`src/rtl/mips_pkg.sv`:
```
// Shared types and constants for the instruction fetch path.
// Imported by the fetch unit and its next-PC selector.
package mips_pkg;

    localparam int XLEN             = 32;
    localparam int DEF_IMEM_TIMEOUT = 15;

    localparam logic [5:0] OP_RTYPE = 6'b000000;
    localparam logic [5:0] OP_J     = 6'b000010;
    localparam logic [5:0] OP_BEQ   = 6'b000100;
    localparam logic [5:0] OP_BNE   = 6'b000101;

    typedef enum logic [1:0] {
        FETCH_IDLE = 2'd0,
        FETCH_REQ  = 2'd1,
        FETCH_HOLD = 2'd2,
        FETCH_ERR  = 2'd3
    } fetch_state_e;

    // Word offset of a branch: sign-extended immediate scaled to bytes.
    function automatic logic [XLEN-1:0] branch_offset(input logic [15:0] imm);
        return {{(XLEN-18){imm[15]}}, imm, 2'b00};
    endfunction

endpackage

```
`src/rtl/pc_next_logic.sv`:
```
// Next fetch address for the held instruction: jump, taken branch or sequential.
// Purely combinational; the caller decides when the result is used.
module pc_next_logic
    import mips_pkg::*;
(
    input  logic [XLEN-1:0] pc_plus4,
    input  logic [25:0]     instr_idx,
    input  logic            jump,
    input  logic            branch,
    input  logic            bne,
    input  logic            zero,
    output logic [XLEN-1:0] next_pc
);

    logic branch_taken;

    always_comb begin
        branch_taken = (branch & zero) | (bne & ~zero);
        next_pc      = pc_plus4;
        if (jump) begin
            next_pc = {pc_plus4[31:28], instr_idx, 2'b00};
        end else if (branch_taken) begin
            next_pc = pc_plus4 + branch_offset(instr_idx[15:0]);
        end
    end

endmodule

```
`src/rtl/fetch_unit.sv`:
```
// Instruction fetch unit: requests one word at a time from instruction memory,
// holds it for decode, and picks the next address on hand-off.
//
// state | meaning
// IDLE  | one cycle after reset release, loads RESET_PC as fetch address
// REQ   | imem_req high, waiting for imem_valid (bounded by IMEM_TIMEOUT)
// HOLD  | instruction held stable for decode until instr_ready
// ERR   | memory timed out; terminal until reset
module fetch_unit
    import mips_pkg::*;
#(
    parameter logic [31:0] RESET_PC     = 32'h0000_0000,
    parameter int          IMEM_TIMEOUT = DEF_IMEM_TIMEOUT
) (
    input  logic        clk,
    input  logic        rst_n,
    output logic        imem_req,
    output logic [31:0] imem_addr,
    input  logic        imem_valid,
    input  logic [31:0] imem_rdata,
    output logic        instr_valid,
    input  logic        instr_ready,
    output logic [31:0] instr,
    output logic [5:0]  op,
    output logic [5:0]  funct,
    output logic [31:0] pc,
    output logic [31:0] pc_plus4,
    input  logic        jump,
    input  logic        branch,
    input  logic        bne,
    input  logic        zero,
    output logic        fetch_err
);

    localparam logic [31:0] RESET_ADDR = {RESET_PC[31:2], 2'b00};
    localparam int          CNT_W      = (IMEM_TIMEOUT < 2) ? 1 : $clog2(IMEM_TIMEOUT);
    localparam logic [CNT_W-1:0] CNT_LAST = CNT_W'(IMEM_TIMEOUT - 1);

    fetch_state_e     state_q, state_d;
    logic [31:0]      addr_q, addr_d;
    logic [31:0]      instr_q, instr_d;
    logic [31:0]      pc_q, pc_d;
    logic [CNT_W-1:0] wait_cnt_q, wait_cnt_d;
    logic             imem_req_q, imem_req_d;
    logic             instr_valid_q, instr_valid_d;
    logic             fetch_err_q, fetch_err_d;
    logic [31:0]      pc_plus4_w;
    logic [31:0]      next_pc;

    assign pc_plus4_w = pc_q + 32'd4;

    pc_next_logic u_pc_next (
        .pc_plus4  (pc_plus4_w),
        .instr_idx (instr_q[25:0]),
        .jump      (jump),
        .branch    (branch),
        .bne       (bne),
        .zero      (zero),
        .next_pc   (next_pc)
    );

    always_comb begin
        state_d    = state_q;
        addr_d     = addr_q;
        instr_d    = instr_q;
        pc_d       = pc_q;
        wait_cnt_d = wait_cnt_q;
        case (state_q)
            FETCH_IDLE: begin
                state_d    = FETCH_REQ;
                addr_d     = RESET_ADDR;
                wait_cnt_d = '0;
            end
            FETCH_REQ: begin
                if (imem_valid) begin
                    instr_d = imem_rdata;
                    pc_d    = addr_q;
                    state_d = FETCH_HOLD;
                end else if (wait_cnt_q == CNT_LAST) begin
                    state_d = FETCH_ERR;
                end else begin
                    wait_cnt_d = wait_cnt_q + CNT_W'(1);
                end
            end
            FETCH_HOLD: begin
                // Control inputs only matter on the hand-off cycle.
                if (instr_ready) begin
                    addr_d     = next_pc & 32'hFFFF_FFFC;
                    wait_cnt_d = '0;
                    state_d    = FETCH_REQ;
                end
            end
            FETCH_ERR: begin
                state_d = FETCH_ERR;
            end
            default: begin
                state_d = FETCH_IDLE;
            end
        endcase
        imem_req_d    = (state_d == FETCH_REQ);
        instr_valid_d = (state_d == FETCH_HOLD);
        fetch_err_d   = (state_d == FETCH_ERR);
    end

    always_ff @(posedge clk or negedge rst_n) begin
        if (!rst_n) begin
            state_q       <= FETCH_IDLE;
            addr_q        <= RESET_ADDR;
            instr_q       <= '0;
            pc_q          <= RESET_PC;
            wait_cnt_q    <= '0;
            imem_req_q    <= 1'b0;
            instr_valid_q <= 1'b0;
            fetch_err_q   <= 1'b0;
        end else begin
            state_q       <= state_d;
            addr_q        <= addr_d;
            instr_q       <= instr_d;
            pc_q          <= pc_d;
            wait_cnt_q    <= wait_cnt_d;
            imem_req_q    <= imem_req_d;
            instr_valid_q <= instr_valid_d;
            fetch_err_q   <= fetch_err_d;
        end
    end

    assign imem_req    = imem_req_q;
    assign imem_addr   = addr_q;
    assign instr_valid = instr_valid_q;
    assign instr       = instr_q;
    assign op          = instr_q[31:26];
    assign funct       = instr_q[5:0];
    assign pc          = pc_q;
    assign pc_plus4    = pc_plus4_w;
    assign fetch_err   = fetch_err_q;

endmodule
```
`config.mk`:
```
export PLATFORM = sky130hd
export DESIGN_NAME = fetch_unit
export DESIGN_NICKNAME = d
export VERILOG_FILES = /design/src/rtl/mips_pkg.sv /design/src/rtl/pc_next_logic.sv /design/src/rtl/fetch_unit.sv
export SDC_FILE = /design/constraint.sdc
export NUM_CORES = 1
export LEC_CHECK = 0
export ABC_AREA = 1
export CAP_MARGIN = 25
export CORE_MARGIN = 1.5
export CORE_UTILIZATION = 46
export CTS_CLUSTER_SIZE = 12
export DETAILED_ROUTE_END_ITERATION = 7
export GPL_TIMING_DRIVEN = 0
export MAX_ROUTING_LAYER = met4
export PLACE_DENSITY = 0.77
export SLEW_MARGIN = 15
export SYNTH_ARGS = -nofsm -noshare
export SYNTH_HDL_FRONTEND = slang
export SYNTH_SLANG_ARGS = --single-unit
```
`constraint.sdc`:
```
create_clock -name clk -period 2.7 [get_ports clk]
set_clock_uncertainty 0.1 [all_clocks]
set_input_delay 0.27 -clock clk [delete_from_list [all_inputs] [get_ports clk]]
set_output_delay 0.27 -clock clk [all_outputs]
set_load 0.01 [all_outputs]
```
==> impl_metrics.yaml <==
outcome:
  status: "finished, violations left"
  violations: "negative setup slack"
placement:
  place.gp.congestion: 1.008
  place.port_buffers: 175
  dp_hpwl_um: 20950
timing:
  rsz0062_at_grt: "yes"
  fin_tns_setup_ns: -4.722
  tightest_slew_ns: 0.7706
  finalWorstSetupSlack_ns: -0.3312
  hold_viol: 0
  post-route-period-util: 1.123
  slew_viol_final: 0
  max_freq_ghz: 0.3299
  finalSetupViolations: 28
  period_minus_slack_ns: 3.031
  relSlewSlack: 0.4863
logic_synthesis:
  synth-edff-count: 0
  synth_area_um2: 7445
  ys.flop_type: "dfrtp_1"
  syn_area_per_cell_um2: 7.043
  synth-async-reset-ratio: 1.000
  synth_top_cell_by_area: "dfrtp_1"
  synth_seq_area_share: 0.3395
  ys_top_cells_by_area: "dfrtp_1 34%, nand2_1 15%, inv_1 7.6%"
  yosys_warnings: 0
  netlist.area_leader.share: 0.3395
  ys_seq_elements: 101
  syn_inst: 1057
  synth_cell_types: 49
die:
  core-area_um2: 15830
  die_area_um2: 16960
  die_h_um: 130.2
  die_w_um: 130.2
  start_util: 0.4704
  row_count: 46
  io_pins: 183
global_route:
  grt.total_usage: 0.3503
  grt_pass1_wl_um: 43170
  grt_overflow: 0
  antenna_found_initial: 0
  grt_pass1_vias: 8069
  grt_max_degree: 60
final_layout:
  fillers: 1090
  syn_to_final_growth_pct: 59.28
  antenna_cells: 0
  final_core_util: 0.7492
  multi_input_area_um2: 5308
  nets: 1427
  final_layout_size_suffix_gt1_frac: 0.3200
  regArea_um2: 2552
power_and_ir_drop:
  cellPowerDensity_nw_per_um2: 1381
  irDropWorstVdd_mv: 0.8750
  power.leakage_nw: 5.676
clock_network:
  cts_max_level: 3
  numCtsBuffers: 9
  clockBufferDepth: 2
  cts.sink_count: 101
  clkLatencyLatePin_ns: 0.37
  cts_root_buf: "clkbuf_16"
  cts_tree: "done"
  clkSlewWorstSetupHoldPaths_ns: 0.09
flow_run:
  maxCapViolations: 0
detailed_routing:
  post_drt_wl_per_cell_um: 19.38
  drt-initial-drc-count: 956
  via_per_inst: 5.494
  routed-via-count: 8620
  remaining_drc_errors: 0
  dr.pass1.iters: 5
  ant_nets: 0
  routed_wl_um: 30410
critical_path:
  arrival_ns: 3.18
  cp-start-kind: "flop"
  required_ns: 2.85
  crit_path_max_fanout: 6
  crit_path_end_kind: "flop"
  worst-setup-path-type: "flop to flop"
min_path:
  min_path_type: "input pin to async pin"
==> timing repair <==
action,in CTS,in global routing
pin swaps,73,53
hold buffers,1,0
setup buffers,66,32
setup endpoints to repair,43,41
gates resized for setup,219,111
hold endpoints to repair,42,0
gates cloned,0,0
==> worst max-delay path, cell delays in order, from the launching register on <==
cell and delay [ns]:
dfrtp_1 0.45, nand2_2 0.12, nor2_4 0.15, nand2_4 0.11, nor3b_4 0.20, buf_6 0.16
nand4_1 0.14, nand2_2 0.18, ha_1 0.31, a21oi_2 0.22, o21ai_1 0.12, nand2_1 0.08
nand2_1 0.07, a21oi_2 0.13, nand2_1 0.07, nand2_1 0.07, nand3_2 0.09, nand2_1 0.09
nand2_1 0.05
==> registers in the layout, summed over array words and instances, names as in the netlist <==
name,flops
instr_valid,1
instr,32
imem_addr,30
state_q,2
fetch_err,1
pc,30
wait_cnt_q,4
imem_req,1
==> synthesized netlist by cell type, drive strengths merged (5+ instances only) <==
master and number:
clkbuf 9, nor3 11, nor2 111, nand3 54
nand4 13, inv 159, buf 30, a21oi 68
dfrtp 101, o21ai 64, mux2 33, ha 38
xor2 21, o21bai 5, nand2 303
==> per-stage QoR <==
step	worst slack, ns	hold WS, ns	total power, mW	cells	cell area (um^2)
CTS	-0.1652	0.3171	14.88	1537	11250
global placement	-3.009	0.3874	11.31	1453	9489
detailed placement	-0.7661	0.1327	11.42	1454	9518
global route	-0.4245	0.3548	17.31	1569	11860
floorplan	0.0009874	-0.1256	7.795	1062	7467
finish	-0.3312	0.3037	16.37	1569	11860
==> logic make-up (layout without fill, tap and decap cells) <==
family	count (synthesis)	in the layout	share of synthesized area
compound gates	154	154	0.1124
simple gates	505	505	0.2886
mux	33	33	0.04992
buf+inv	200	491	0.1143
fa+ha+maj	39	39	0.06656
other cells	1	6	0.0005037
flops	101	101	0.3395
xor+xnor	24	24	0.02824
==> metal layers <==
metal / global-route usage / part of all wire / routed length, um
met5: - / 0 / 0
met2: 0.5526 / 0.47 / 14350
met3: 0.07339 / 0.089 / 2716
met4: 0.1268 / 0.043 / 1313
met1: 0.4448 / 0.40 / 12030
==> power by group <==
group	switching, mW	internal (mW)	total [mW]
clock	0.658	0.743	1.40
combinational	6.43	5.35	11.8
sequential	0.970	2.22	3.19
total	8.06	8.31	16.4
==> placed cells by master (no fill, tap or decap), drive strengths merged, types with 11 or more instances in the layout <==
| cell | n |
|---|---|
| o21ai | 64 |
| mux2 | 33 |
| clkdlybuf4s50 | 163 |
| inv | 162 |
| nand2 | 303 |
| nand3 | 54 |
| nor3 | 11 |
| nand4 | 13 |
| a21oi | 68 |
| clkbuf | 18 |
| nor2 | 111 |
| xor2 | 21 |
| buf | 131 |
| dfrtp | 101 |
| ha | 38 |
==> final timing paths <==
path / startpoint / to / slack (ns) / cells past startpoint
worst max-delay path: pc[8] / imem_addr[28] / -0.33 / 18
worst min-delay path: rst_n / imem_addr[30] / 0.30 / 2
worst max register to register: pc[8] / imem_addr[28] / -0.33 / 18
worst min register to register: imem_addr[16] / imem_addr[16] / 0.41 / 2
max in group asynchronous: rst_n / pc[15] / 1.52 / 3
min in group clk: imem_rdata[15] / instr[15] / 0.38 / 3
==> final cells by class <==
type                       count  share of cell area
multi-input combinational    761              0.4476
timing repair buffer         275              0.2156
sequential                   101              0.2153
inverter                     161             0.05192
tap                          216             0.02279
buffer                        39             0.02037
clock buffer                   9             0.01899
clock inverter                 7            0.007492
(Power assumes the default switching activity.)
